### src/rtl/rmc_req_packer.sv
// rtl/rmc_req_packer.sv - serialises one command plus its write data into cpu_rmc request words
// Optional build macro RMC_PACK_CHECK_EN adds err_cnt and drops commands with an illegal word count.
module rmc_req_packer #(
    parameter int DATA_WIDTH = 32,
    parameter int MAX_WORDS  = 8,
    parameter int NW_WIDTH   = $clog2(MAX_WORDS + 1)
) (
    input  logic                  clk,
    input  logic                  rstn,
    input  logic                  cmd_valid,
    output logic                  cmd_ready,
    input  logic                  cmd_type,
    input  logic [DATA_WIDTH-1:0] cmd_addr,
    input  logic [NW_WIDTH-1:0]   cmd_num_words,
    input  logic                  wdata_valid,
    output logic                  wdata_ready,
    input  logic [DATA_WIDTH-1:0] wdata,
    output logic [DATA_WIDTH-1:0] fifo_data_in,
    output logic                  fifo_enq,
    input  logic                  fifo_wrfull,
`ifdef RMC_PACK_CHECK_EN
    output logic [7:0]            err_cnt,
`endif
    output logic                  busy
);

    typedef enum logic [1:0] {
        IDLE = 2'd0,
        HDR0 = 2'd1,
        HDR1 = 2'd2,
        DATA = 2'd3
    } state_t;

    state_t                state_q;
    logic [NW_WIDTH-1:0]   words_left_q;
    logic                  type_q;
    logic [DATA_WIDTH-1:0] addr_q;
    logic [NW_WIDTH-1:0]   nw_q;

`ifdef RMC_PACK_CHECK_EN
    localparam logic [NW_WIDTH-1:0] MAX_NW = NW_WIDTH'(MAX_WORDS);

    logic [7:0] err_cnt_q;
    logic       cmd_bad;

    assign cmd_bad = (cmd_num_words == '0) || (cmd_num_words > MAX_NW);
    assign err_cnt = err_cnt_q;
`endif

    always_ff @(posedge clk or negedge rstn) begin
        if (!rstn) begin
            state_q      <= IDLE;
            words_left_q <= '0;
            type_q       <= 1'b0;
            addr_q       <= '0;
            nw_q         <= '0;
`ifdef RMC_PACK_CHECK_EN
            err_cnt_q    <= 8'd0;
`endif
        end else begin
            case (state_q)
                IDLE: begin
                    if (cmd_valid) begin
                        type_q <= cmd_type;
                        addr_q <= cmd_addr;
                        nw_q   <= cmd_num_words;
`ifdef RMC_PACK_CHECK_EN
                        // Illegal counts complete the handshake but never reach the FIFO.
                        if (cmd_bad) begin
                            if (err_cnt_q != 8'hFF) err_cnt_q <= err_cnt_q + 8'd1;
                        end else begin
                            state_q <= HDR0;
                        end
`else
                        state_q <= HDR0;
`endif
                    end
                end
                HDR0: begin
                    if (fifo_enq) state_q <= HDR1;
                end
                HDR1: begin
                    if (fifo_enq) begin
                        if (type_q && (nw_q != '0)) begin
                            state_q      <= DATA;
                            words_left_q <= nw_q;
                        end else begin
                            state_q <= IDLE;
                        end
                    end
                end
                DATA: begin
                    if (fifo_enq) begin
                        words_left_q <= words_left_q - NW_WIDTH'(1);
                        if (words_left_q == NW_WIDTH'(1)) state_q <= IDLE;
                    end
                end
                default: state_q <= IDLE;
            endcase
        end
    end

    // Handshakes and the FIFO word are combinational so a full FIFO stalls without a lost cycle.
    always_comb begin
        cmd_ready    = 1'b0;
        wdata_ready  = 1'b0;
        fifo_enq     = 1'b0;
        fifo_data_in = '0;
        case (state_q)
            IDLE: cmd_ready = 1'b1;
            HDR0: begin
                fifo_data_in = {{(DATA_WIDTH-NW_WIDTH-1){1'b0}}, nw_q, type_q};
                fifo_enq     = !fifo_wrfull;
            end
            HDR1: begin
                fifo_data_in = addr_q;
                fifo_enq     = !fifo_wrfull;
            end
            DATA: begin
                fifo_data_in = wdata;
                fifo_enq     = wdata_valid && !fifo_wrfull;
                wdata_ready  = wdata_valid && !fifo_wrfull;
            end
            default: ;
        endcase
    end

    assign busy = (state_q != IDLE);

endmodule

### config.mk
export PLATFORM = sky130hd
export DESIGN_NAME = rmc_req_packer
export DESIGN_NICKNAME = d
export VERILOG_FILES = /design/src/rtl/rmc_req_packer.sv
export SDC_FILE = /design/constraint.sdc
export NUM_CORES = 1
export LEC_CHECK = 0
export ABC_AREA = 1
export ABC_CLOCK_PERIOD_IN_PS = 2250
export CORE_ASPECT_RATIO = 0.9
export CORE_MARGIN = 1.5
export CORE_UTILIZATION = 45
export DETAILED_ROUTE_END_ITERATION = 8
export GPL_ROUTABILITY_DRIVEN = 0
export PLACE_DENSITY = 0.82
export SLEW_MARGIN = 40
export SYNTH_ARGS = -nofsm -noshare
export SYNTH_HDL_FRONTEND = slang
export SYNTH_SLANG_ARGS = --single-unit
### constraint.sdc
create_clock -name clk -period 2.25 [get_ports clk]
set_input_delay 0.225 -clock clk [delete_from_list [all_inputs] [get_ports clk]]
set_output_delay 0.225 -clock clk [all_outputs]
set_load 0.01 [all_outputs]
==> impl_metrics.csv, run 1 <==
group,metric,value,unit
timing,max_freq,451.1,MHz
routing,routedWlPerCell,15.32,µm
synth,synth.yosys.seq_area_share,0.4330,
floorplanning,die_w,81.33,µm
global_route,grt_max_degree,44,
routing,drt_iter0_markers,131,
setup_path,crit_path_max_fanout,13,
setup_path,slowest_stage,"clkdlybuf4s50_1",
clock_tree,cts_buffers,5,
cells_and_area,drive_above_1_share,0.1692,
placement,numPlacedInstances,455,
cells_and_area,final_util,0.7422,
setup_path,start_kind,"register",
timing,slew_headroom,0.6359,
placement,placed_area,3670,µm²
timing,slew_violations,0,
synth,synth_top_cell_by_area,"dfrtp_1",
synth,avgSynthCellArea,8.658,µm²
floorplanning,rows,25,
global_route,antenna_found_initial,0,
cells_and_area,diodes,0,
floorplanning,die-area,5977,µm²
synth,synth_top_area_frac,0.4330,
synth,synth.distinct_cells,20,
timing,fin_tns_setup,0,ps
clock_tree,clk_pin_slew_worst_paths,90,ps
timing,final.min_clock_period,2217,ps
setup_path,cp_top_family,"buffers and inverters",
setup_path,path_class,"reg -> out",
flow_run,drv_cap,0,
clock_tree,htreeDepth,2,
timing,setup_viol,0,
routing,vias_per_cell,5.111,
setup_path,cp_num_buf_inv,3,
clock_tree,cts.sink_count,43,
clock_tree,cts_tree,"built",
cells_and_area,final_area,3924,µm²
placement,dpl.hpwl,4802,µm
synth,syn_inst,287,
pwr,vdd_drop_max,0.7074,mV
global_route,first_global_vias,2177,
timing,holdWs,459.7,ps
floorplanning,core,5286,µm²
setup_path,reg2regPathDepth,10,
routing,wirelength,7185,µm
floorplanning,die_y,73.50,µm
global_route,track_usage,0.2226,
synth,synth.area.top_cells,"dfrtp_1, nand2_1, mux2_4",
clock_tree,clockRootBuffer,"clkbuf_8",
setup_path,reg2reg_slack,480,ps
routing,drt_first_pass_iters,6,
routing,drc_errors,0,
pwr,p_leak,1.873,nW
setup_path,r2r-end,"words_left_q[3]",
setup_path,critPathMaxStageDelay,550,ps
clock_tree,clk_latency,290,ps
timing,period_share,0.9853,
timing,finClkSkew,4.651,ps
setup_path,timing.rr.start,"state_q[0]",
synth,syn_area,2485,µm²
global_route,overflow,0,
routing,dr_total_vias,2397,
setup_path,cp_cell_sequence,"inv_4 -> ha_4 -> buf_6 -> nand2_1 -> a21oi_1 -> clkdlybuf4s50_1",
run_status,status,"completed",
cells_and_area,stdcell_count,469,
cells_and_area,nets,481,
floorplanning,start_util,0.4701,
setup_path,cp.arrival,1990,ps
clock_tree,clk_path_buf_depth,2,
placement,port_buffers,109,
setup_path,required,2030,ps
synth,synth_nets,367,
cells_and_area,synthToLayoutAreaGrowth,57.91,%
global_route,grt_pass1_wl,10020,µm
setup_path,path_depth,6,
synth,ys_warn_count,0,
routing,final_antenna_net_count,0,
floorplanning,floorplan.io_pins,110,
synth,synth-seq-cells,43,
pwr,power_density,1169,nW/µm²
timing,worst_pin_slew,546.2,ps
setup_path,setup.worst_path.end_class,"output port",
timing,hold_violations,0,
hold_path,hp-class,"in -> async",
logic make-up (layout without fill, tap and decap cells):
kind of cell,count (synthesis),after routing,share of synthesized area
adders and majority gates,6,6,0.03021
and+or+nand+nor,132,132,0.2054
muxes,36,36,0.1903
buffers and inverters,34,149,0.06596
DFF,43,43,0.4330
AOI/OAI and AO/OA,36,36,0.07503
cell type report:
| type | instances | area [µm²] |
|---|---|---|
| Multi-Input combinational cell | 210 | 1297 |
| Fill cell | 371 | 1363 |
| Sequential cell | 43 | 1079 |
| Tap cell | 67 | 83.83 |
| Timing Repair Buffer | 122 | 1305 |
| Inverter | 19 | 73.82 |
| Clock inverter | 2 | 12.51 |
| Clock buffer | 6 | 72.57 |
where the power goes:
part | leakage [nW] | switching, mW | internal (mW)
registers | 0.507 | 0.288 | 1.17
logic | 1.32 | 1.20 | 1.44
clock network | 0.0412 | 0.271 | 0.217
total | 1.87 | 1.76 | 2.83
Yosys cell counts:
master / n
nor2_1: 9
clkbuf_1: 1
inv_2: 1
buf_2: 8
mux2_2: 18
buf_6: 3
o21ai_0: 5
nand2_1: 113
or2_2: 1
dfrtp_1: 43
mux2_4: 18
nand4_1: 1
a21oi_2: 1
ha_1: 6
nand3_1: 8
a21oi_1: 29
buf_1: 2
o211ai_1: 1
inv_1: 18
buf_4: 1
repair_timing:
action                                  CTS  global route
setup buffers                             0             3
pin swaps                                 0             0
endpoints found under the hold margin    43             0
endpoints found under the setup margin   22            27
hold buffers                              1             0
resized for setup                         8            18
cloned                                    0             2
per-layer routing:
| metal | up-vias | routed length, µm | track usage |
|---|---|---|---|
| li1 | 1149 | - | - |
| met5 | - | 0 | 0 |
| met2 | 78 | 3684 | 0.3903 |
| met1 | 1164 | 3107 | 0.2843 |
| met3 | 6 | 302 | 0.03727 |
| met4 | 0 | 91 | 0.05556 |
cells in the final DEF (no fill, tap or decap):
| master | netlist | routed |
|---|---|---|
| o211ai_1 | 1 | 1 |
| ha_4 | 0 | 4 |
| buf_6 | 3 | 1 |
| clkbuf_1 | 1 | 1 |
| a21oi_2 | 1 | 1 |
| dlygate4sd3_1 | 0 | 1 |
| mux2_4 | 18 | 18 |
| clkinv_2 | 0 | 1 |
| nand2_2 | 0 | 1 |
| mux2_2 | 18 | 18 |
| clkbuf_8 | 0 | 5 |
| buf_4 | 1 | 5 |
| or2_2 | 1 | 1 |
| clkdlybuf4s50_1 | 0 | 96 |
| dlymetal6s2s_1 | 0 | 8 |
| o21ai_0 | 5 | 5 |
| nand4_1 | 1 | 1 |
| nor2_1 | 9 | 9 |
| dfrtp_2 | 0 | 2 |
| inv_4 | 0 | 1 |
| inv_2 | 1 | 2 |
| buf_12 | 0 | 5 |
| nand2_1 | 113 | 112 |
| nand3_1 | 8 | 8 |
| dlygate4sd2_1 | 0 | 4 |
| ha_1 | 6 | 2 |
| dfrtp_1 | 43 | 41 |
| clkbuf_16 | 0 | 2 |
| clkinvlp_4 | 0 | 1 |
| inv_1 | 18 | 16 |
| a21oi_1 | 29 | 29 |
how the worst max path moves through the flow:
stage	startpoint	to	slack [ps]
2_1_floorplan	state_q[1]	fifo_data_in[11]	680
3_5_place_dp	state_q[1]	fifo_data_in[23]	240
5_1_grt	state_q[0]	fifo_data_in[6]	-7
3_3_place_gp	state_q[1]	fifo_data_in[15]	330
6_report	state_q[0]	fifo_data_in[16]	30
4_1_cts	state_q[0]	fifo_data_in[3]	0.2
worst register-to-register path, cell delays in order (launching register included):
cell	delay (ps)
dfrtp_2	470
buf_12	140
ha_4	180
clkbuf_16	180
inv_1	180
nand2_1	70
nand3_1	130
inv_1	60
nand2_1	150
nand2_1	80
nand2_1	80
registers in the layout (all words and copies together), names as in the netlist:
signal / cells
words_left_q: 4
type_q: 1
nw_q: 4
addr_q: 32
state_q: 2
stage by stage:
stage                     setup WS (ps)  total power, mW
after floorplan                   675.3            2.896
after global placement            327.6            3.792
after detailed placement          240.7            3.859
after CTS                        0.1714            4.356
after global routing             -6.628            4.897
final                             33.09            4.588
Power figures use the tool's default switching activity.
==> run 2: changes to the inputs <==
Settings changed: PLACE_DENSITY 0.82 to 0.91.
==> run 2 against run 1 <==
Effect of this change: combinational power shrank 3%; non-clock buffer count up 1; power about the same; die area unchanged; clock skew decreased by 2.1 ps; register-to-register slack got worse by 190 ps; flip-flop and latch count unchanged; worst setup slack improved by 17 ps; via count grew 0.58%; largest cell class unchanged.
==> impl_metrics.csv, run 2 (synthesis gave the netlist of run 1 again) <==
group,metric,value,unit
hold_path,hp-class,"in -> async",
routing,vias_per_cell,5.130,
clock_tree,htreeDepth,2,
cells_and_area,fillers,359,
routing,routedWlPerCell,15.36,µm
global_route,antenna_found_initial,0,
flow_run,drv_cap,0,
timing,hold_violations,0,
clock_tree,clk_pin_slew_worst_paths,80,ps
cells_and_area,drive_above_1_share,0.1712,
cells_and_area,stdcell_count,470,
floorplanning,die_w,81.33,µm
routing,drt_first_pass_iters,4,
clock_tree,cts_tree,"built",
global_route,grt_max_degree,44,
routing,dr_total_vias,2411,
timing,final.min_clock_period,2200,ps
setup_path,setup.worst_path.end_class,"output port",
cells_and_area,synthToLayoutAreaGrowth,59.47,%
setup_path,path_class,"reg -> out",
setup_path,required,2030,ps
setup_path,cp.arrival,1980,ps
timing,worst_pin_slew,541.1,ps
pwr,power,4.586,mW
clock_tree,clk_latency,300,ps
cells_and_area,final_common_cell,"nand2_1",
timing,slew_headroom,0.6393,
cells_and_area,reg_top3,"addr_q x32, nw_q x4, words_left_q x4",
clock_tree,cts.sink_count,43,
cells_and_area,final_util,0.7496,
clock_tree,clockRootBuffer,"clkbuf_8",
floorplanning,die_y,73.50,µm
cells_and_area,diodes,0,
timing,period_share,0.9779,
placement,port_buffers,109,
setup_path,r2r-end,"addr_q[20]",
cells_and_area,nets,482,
routing,wirelength,7217,µm
routing,drc_errors,0,
setup_path,reg2regPathDepth,6,
timing,finClkSkew,2.541,ps
global_route,overflow,0,
timing,setup_viol,0,
global_route,grt_pass1_wl,10850,µm
setup_path,timing.rr.start,"state_q[1]",
run_status,status,"completed",
floorplanning,start_util,0.4701,
cells_and_area,layout_common_cells,"nand2_1, clkdlybuf4s50_1, dfrtp_1",
setup_path,start_kind,"register",
placement,dpl.hpwl,4947,µm
pwr,p_leak,2.157,nW
placement,numPlacedInstances,456,
clock_tree,cts_buffers,5,
clock_tree,clk_path_buf_depth,2,
global_route,first_global_vias,2343,
pwr,vdd_drop_max,0.6208,mV
floorplanning,floorplan.io_pins,110,
setup_path,crit_path_max_fanout,18,
global_route,track_usage,0.2425,
floorplanning,core,5286,µm²
cells_and_area,regMostFlops,"addr_q",
timing,holdWs,451.7,ps
timing,slew_violations,0,
floorplanning,die-area,5977,µm²
floorplanning,rows,25,
pwr,power_density,1157,nW/µm²
routing,final_antenna_net_count,0,
setup_path,reg2reg_slack,290,ps
routing,drt_iter0_markers,179,
cells_and_area,largest_reg_flops,32,
timing,max_freq,454.5,MHz
==> run 2: power by group <==
part	total (mW)	switching (mW)	internal [mW]	leakage (nW)
combinational	2.57	1.18	1.40	1.60
sequential	1.46	0.290	1.17	0.507
clock	0.549	0.270	0.279	0.0505
total	4.59	1.74	2.85	2.16
==> run 2: layer usage <==
metal,part of all wire,up-vias,track usage
met5,0,-,0
met4,0.039,0,0.1360
met3,0.071,25,0.04348
met2,0.51,105,0.4215
met1,0.38,1131,0.2799
li1,-,1150,-
==> run 2: how the worst max path moves through the flow <==
stage | cells after the start | to | startpoint | slack, ps
6_report | 5 | fifo_data_in[28] | state_q[1] | 50
3_3_place_gp | 6 | nw_q[1] | state_q[1] | 280
5_1_grt | 7 | fifo_enq | state_q[1] | -10
3_5_place_dp | 6 | fifo_data_in[24] | state_q[0] | 240
4_1_cts | 5 | fifo_data_in[14] | state_q[1] | -20
2_1_floorplan | 5 | fifo_data_in[11] | state_q[1] | 680
==> run 2: worst max-delay path: stages, from the launching register on <==
cell and delay (ps):
dfrtp_2 450, inv_1 120, ha_2 250, buf_6 180, a21oi_1 120, clkdlybuf4s50_1 560
==> run 2: area by class of cell <==
| type | instances | area (µm²) | share of cell area |
|---|---|---|---|
| Clock inverter | 1 | 7.507 | 0.001895 |
| Multi-Input combinational cell | 210 | 1287 | 0.3249 |
| Tap cell | 67 | 83.83 | 0.02116 |
| Timing Repair Buffer | 123 | 1338 | 0.3375 |
| Sequential cell | 43 | 1079 | 0.2722 |
| Clock buffer | 7 | 96.34 | 0.02431 |
| Inverter | 19 | 71.32 | 0.01800 |
==> run 2: metrics by stage <==
stage | setup TNS [ps] | worst slack (ps) | cell area (µm²)
after floorplan | 0 | 675.3 | 2485
after global placement | 0 | 277.1 | 3662
after detailed placement | 0 | 243.9 | 3665
after CTS | -209.2 | -23.76 | 3890
after global routing | -13.30 | -10.58 | 3963
final | 0 | 49.63 | 3963
==> run 2: what timing repair did <==
action                                 4_1_cts  5_1_grt
hold buffers                                 1        0
gates cloned                                 2        0
setup endpoints to repair                   26       24
gates resized for setup                     14       26
buffers inserted                             3        0
endpoints found under the hold margin       43        0
pin swaps                                    0        0
